$ cat config.mk
export PLATFORM = sky130hd
export DESIGN_NAME = misr_response_analyzer
export DESIGN_NICKNAME = d
export VERILOG_FILES = /design/src/rtl/misr_pkg.sv /design/src/rtl/misr_core.sv /design/src/rtl/misr_response_analyzer.sv
export SDC_FILE = /design/constraint.sdc
export NUM_CORES = 1
export LEC_CHECK = 0
export CORE_MARGIN = 2
export CORE_UTILIZATION = 48
export CTS_CLUSTER_SIZE = 28
export DETAILED_ROUTE_END_ITERATION = 8
export MAX_ROUTING_LAYER = met4
export PLACE_DENSITY = 0.82
export SLEW_MARGIN = 0
export SYNTH_ARGS = -nofsm -noshare
export SYNTH_HDL_FRONTEND = slang
export SYNTH_HIERARCHICAL = 1
export SYNTH_SLANG_ARGS = --single-unit
$ cat constraint.sdc
create_clock -name clk -period 2.2 [get_ports clk]
set_clock_uncertainty 0.15 [all_clocks]
set_input_delay 0.44 -clock clk [delete_from_list [all_inputs] [get_ports clk]]
set_output_delay 0.44 -clock clk [all_outputs]
set_load 0.01 [all_outputs]
$ cat src/rtl/misr_pkg.sv
// rtl/misr_pkg.sv - shared types and helpers for the MISR response analyzer
//
// Contents:
//   state_t : session state (IDLE, COMPACT, DONE)
//   clog2   : ceiling log2, used to size the pattern counter

package misr_pkg;

    typedef enum logic [1:0] {
        IDLE    = 2'd0,
        COMPACT = 2'd1,
        DONE    = 2'd2
    } state_t;

    // Number of bits needed to hold values 0..value-1 (minimum 1 for value <= 2).
    function automatic int clog2(input int value);
        int r;
        int v;
        r = 0;
        v = value - 1;
        while (v > 0) begin
            r = r + 1;
            v = v >> 1;
        end
        if (r == 0) begin
            r = 1;
        end
        return r;
    endfunction

endpackage

$ cat src/rtl/misr_core.sv
// rtl/misr_core.sv - multiple-input signature register with seed load and enable
//
// Ports:
//   clk       : rising-edge clock
//   rst_n     : asynchronous active-low reset, forces signature to SEED
//   load      : reload SEED on the next edge (wins over enable)
//   enable    : fold data_in into the signature on the next edge
//   data_in   : response word to compact
//   signature : current register contents

module misr_core #(
    parameter int               WIDTH = 8,
    parameter logic [WIDTH-1:0] POLY  = WIDTH'(8'h1D),
    parameter logic [WIDTH-1:0] SEED  = '0
) (
    input  logic             clk,
    input  logic             rst_n,
    input  logic             load,
    input  logic             enable,
    input  logic [WIDTH-1:0] data_in,
    output logic [WIDTH-1:0] signature
);

    // Stage 0 always takes the MSB feedback, so POLY[0] is replaced by a 1.
    localparam logic [WIDTH-1:0] TAPS = {POLY[WIDTH-1:1], 1'b1};

    logic [WIDTH-1:0] sig_q;
    logic [WIDTH-1:0] sig_next;

    always_comb begin
        sig_next = {sig_q[WIDTH-2:0], 1'b0} ^ data_in ^ (TAPS & {WIDTH{sig_q[WIDTH-1]}});
    end

    always_ff @(posedge clk or negedge rst_n) begin
        if (!rst_n) begin
            sig_q <= SEED;
        end else if (load) begin
            sig_q <= SEED;
        end else if (enable) begin
            sig_q <= sig_next;
        end
    end

    assign signature = sig_q;

endmodule

$ cat src/rtl/misr_response_analyzer.sv
// rtl/misr_response_analyzer.sv - session controller compacting PATTERN_COUNT responses into a MISR
//
// Ports:
//   clk        : rising-edge clock
//   rst_n      : asynchronous active-low reset
//   start      : one-cycle pulse beginning a session (ignored while busy)
//   abort      : synchronous return to IDLE with reseed; highest priority
//   data_valid : data_in holds a response word this cycle
//   data_in    : response word
//   busy       : session in progress
//   done       : session complete, signature frozen
//   pass       : signature matches GOLDEN, only while done
//   signature  : current MISR contents

module misr_response_analyzer
    import misr_pkg::*;
#(
    parameter int               WIDTH         = 8,
    parameter logic [WIDTH-1:0] POLY          = WIDTH'(8'h1D),
    parameter logic [WIDTH-1:0] SEED          = '0,
    parameter int               PATTERN_COUNT = 256,
    parameter logic [WIDTH-1:0] GOLDEN        = '0
) (
    input  logic             clk,
    input  logic             rst_n,
    input  logic             start,
    input  logic             abort,
    input  logic             data_valid,
    input  logic [WIDTH-1:0] data_in,
    output logic             busy,
    output logic             done,
    output logic             pass,
    output logic [WIDTH-1:0] signature
);

    localparam int               CNT_W = clog2(PATTERN_COUNT + 1);
    localparam logic [CNT_W-1:0] LAST  = CNT_W'(PATTERN_COUNT - 1);

    state_t           state;
    state_t           state_next;
    logic [CNT_W-1:0] count;
    logic             reseed;
    logic             accept;

    // start only reseeds outside COMPACT; abort overrides both start and data.
    assign reseed = !abort && start && (state != COMPACT);
    assign accept = !abort && data_valid && (state == COMPACT);

    always_ff @(posedge clk or negedge rst_n) begin
        if (!rst_n) begin
            state <= IDLE;
        end else begin
            state <= state_next;
        end
    end

    always_comb begin
        state_next = state;
        if (abort) begin
            state_next = IDLE;
        end else begin
            case (state)
                IDLE:    if (start) state_next = COMPACT;
                COMPACT: if (data_valid && count == LAST) state_next = DONE;
                DONE:    if (start) state_next = COMPACT;
                default: state_next = IDLE;
            endcase
        end
    end

    always_comb begin
        busy = (state == COMPACT);
        done = (state == DONE);
        pass = (state == DONE) && (signature == GOLDEN);
    end

    // Counter stops at PATTERN_COUNT because the FSM leaves COMPACT on that word.
    always_ff @(posedge clk or negedge rst_n) begin
        if (!rst_n) begin
            count <= '0;
        end else if (abort || reseed) begin
            count <= '0;
        end else if (accept) begin
            count <= count + CNT_W'(1);
        end
    end

    misr_core #(
        .WIDTH (WIDTH),
        .POLY  (POLY),
        .SEED  (SEED)
    ) u_core (
        .clk       (clk),
        .rst_n     (rst_n),
        .load      (abort || reseed),
        .enable    (accept),
        .data_in   (data_in),
        .signature (signature)
    );

endmodule

==> impl_metrics.csv <==
group,metric,value,unit
hold_path,worst_hold_path_type,"primary input to asynchronous set/reset pin",
place,dp_hpwl,1.86,mm
job,drv_cap,0,
critical_path,cp_slowest_cell,"clkdlybuf4s50_1",
yosys,netlist_area,0.00104,mm2
yosys,ys.flop_type,"dfrtp_1",
cells_and_area,antenna_cells,0,
die,initial_core_util,0.521,
die,die_h,50.6,um
detailed_routing,via_per_inst,5.60,
clocking,cts_max_path_buffers,2,
yosys,ys_warn_count,6,
cells_and_area,area_growth,35.6,%
timing,fin_ws,0.0421,ns
critical_path,critPathMaxStageDelay,0.53,ns
critical_path,path_max_fanout,4,
timing,fmax,463,MHz
timing,worstMarginPinSlew,0.414,ns
yosys,ys_seq_area_frac,0.456,
cells_and_area,final_util,0.707,
timing,period_needed,2.16,ns
yosys,synth_nets,117,
place,place_area,0.00136,mm2
grt,antenna_found_initial,0,
place,placedCellCount,158,
detailed_routing,via_count,929,
clocking,path_clk_slew,0.11,ns
critical_path,criticalPathCategory,"flop to output port",
detailed_routing,routed_wl,2.54,mm
critical_path,arrival,1.57,ns
pwr,p_leak,0.573,nW
yosys,syn_inst,102,
detailed_routing,met3_length,83,um
yosys,async_reset_ff_frac,1.00,
clocking,htree_levels,1,
critical_path,worstSetupEndpointType,"output port",
place,gp_congestion,0.840,
detailed_routing,dr_wl_met2,1.26,mm
pwr,powerDensity,460,mW/mm2
timing,hold_violations,0,
detailed_routing,drc,0,
cells_and_area,finish.net_count,155,
critical_path,cp-start-kind,"flop",
cells_and_area,stdcell_area,0.00142,mm2
critical_path,crit-reg2reg-capture,"u_core/signature[3]$_DFFE_PN0P_",
clocking,cts_sinks,19,
timing,setup_viol,0,
yosys,syn_avg_cell_area,10.2,um2
detailed_routing,postRouteAntennaNets,0,
status,status,"finished clean",
die,io-pin-count,24,
cells_and_area,drive_above_1_share,0.165,
detailed_routing,drt_pass1_iterations,4,
timing,maxSlewHeadroom,0.724,
timing,finalMaxSlewViolations,0,
place,pre_cts_slack,0.0104,ns
die,chipWidth,50.6,um
grt,grt_pass1_wl,4.07,mm
critical_path,cp_cell_sequence,"nor2b_2 > buf_4 > clkdlybuf4s50_1",
clocking,cts_tree,"built",
yosys,ys_ff_latch,19,
timing,timing.setup.tns,0,ns
critical_path,reg2reg_slack,0.46,ns
cells_and_area,stdcell_count,166,
clocking,cts_root_buffer,"clkbuf_4",
pwr,vdd_drop_max,358,uV
die,rows,16,
grt,overflow,0,
timing,rsz0062_at_grt,"no",
critical_path,rr_startpoint,"state[0]$_DFFE_PN0P_",
grt,grt_pass1_vias,870,
die,core_area,0.00200,mm2
detailed_routing,avgRoutedWirePerCell,15.3,um
critical_path,reg2regPathDepth,6,
detailed_routing,dr.max_layer_used,"met4",
timing,min_period_over_period,0.981,
grt,grt_max_degree,20,
grt,grt_use_total,0.224,
detailed_routing,m1WireLength,1.15,mm
yosys,synthDistinctLibCells,33,
place,port_buffers,23,
detailed_routing,drt_iter0_markers,24,
clocking,cts_made_buffers,3,
clocking,clk-insertion-delay-late,0.30,ns
clocking,ctsHoldBuffers,0,
critical_path,critPathRequiredTime,1.61,ns
yosys,synth_edf_count,0,
die,dieArea,0.00256,mm2
area by class of cell:
cell class | instances | area [um2]
clock buffer | 4 | 26.3
timing repair buffer | 37 | 334
tap | 27 | 33.8
multi-input combinational | 74 | 527
inverter | 5 | 18.8
sequential | 19 | 475
fill | 155 | 587
per-layer routing:
layer  vias up  GRT usage
met3         5     0.0357
met5         -          -
met2        19      0.362
met1       457      0.275
met4         0      0.104
li1        448          -
logic make-up after synthesis:
| logic type | Yosys count | share of synthesized area |
|---|---|---|
| fa+ha+maj | 2 | 0.0240 |
| simple gates | 37 | 0.205 |
| xor+xnor | 8 | 0.0815 |
| mux | 1 | 0.00959 |
| flops | 19 | 0.456 |
| compound gates | 26 | 0.182 |
| buf+inv | 9 | 0.0420 |
where the power goes:
| part | internal, mW | leakage, nW | switching, mW |
|---|---|---|---|
| combinational | 0.0584 | 0.295 | 0.0503 |
| clock | 0.0707 | 0.0150 | 0.109 |
| sequential | 0.355 | 0.263 | 0.00700 |
synthesized netlist by cell type, types with 3 or more instances:
cell | instances | area share
dfrtp_1 | 19 | 0.46
nor2_1 | 10 | 0.036
nand2_1 | 7 | 0.025
a21oi_1 | 6 | 0.029
inv_1 | 5 | 0.018
o21ai_0 | 5 | 0.024
xnor2_1 | 5 | 0.042
a211oi_1 | 3 | 0.022
a211oi_2 | 3 | 0.036
o31ai_1 | 3 | 0.022
or3_1 | 3 | 0.018
or4_1 | 3 | 0.022
worst max path at each step:
stage,start,endpoint,cells past startpoint
6_report,state[0]$_DFFE_PN0P_,done,3
5_1_grt,state[0]$_DFFE_PN0P_,done,3
4_1_cts,state[0]$_DFFE_PN0P_,done,3
3_5_place_dp,abort,u_core/signature[6]$_DFFE_PN0P_,6
3_3_place_gp,abort,count[5]$_DFFE_PN0P_,4
2_1_floorplan,state[0]$_DFFE_PN0P_,u_core/signature[2]$_DFFE_PN0P_,6
repair_timing:
action,in CTS,in global routing
endpoints found under the setup margin,1,1
setup buffers,4,0
pin swaps,0,0
hold endpoints to repair,0,0
resized for setup,1,1
cells in the final DEF (no fill, tap or decap), drive strengths merged, types with 3 or more instances in the layout:
cell           netlist  routed
clkbuf               1       4
xnor2                5       5
buf                  3      14
dfrtp               19      19
or4                  3       3
nor2                10      10
nand2                7       7
a211oi               6       6
or3                  3       3
clkdlybuf4s50        0      22
o21ai                6       6
a21oi                6       6
o31ai                3       3
inv                  5       5
flip-flops by register name, indices dropped and copies added (netlist names):
register,flops
count,9
state,2
u_core/signature,8
worst max-delay path: cells and delay by family (launching register included):
| family | cells | cell delay, ns |
|---|---|---|
| flops | 1 | 0.46 |
| buf+inv | 2 | 0.65 |
| simple gates | 1 | 0.16 |
metrics by stage:
step,hold slack (ns),total power [mW]
finish,0.310,0.650
floorplan,-0.00559,0.415
CTS,0.316,0.654
global route,0.335,0.678
global placement,0.380,0.470
detailed placement,0.394,0.475
Note: power is estimated with default switching activity, not from simulation.
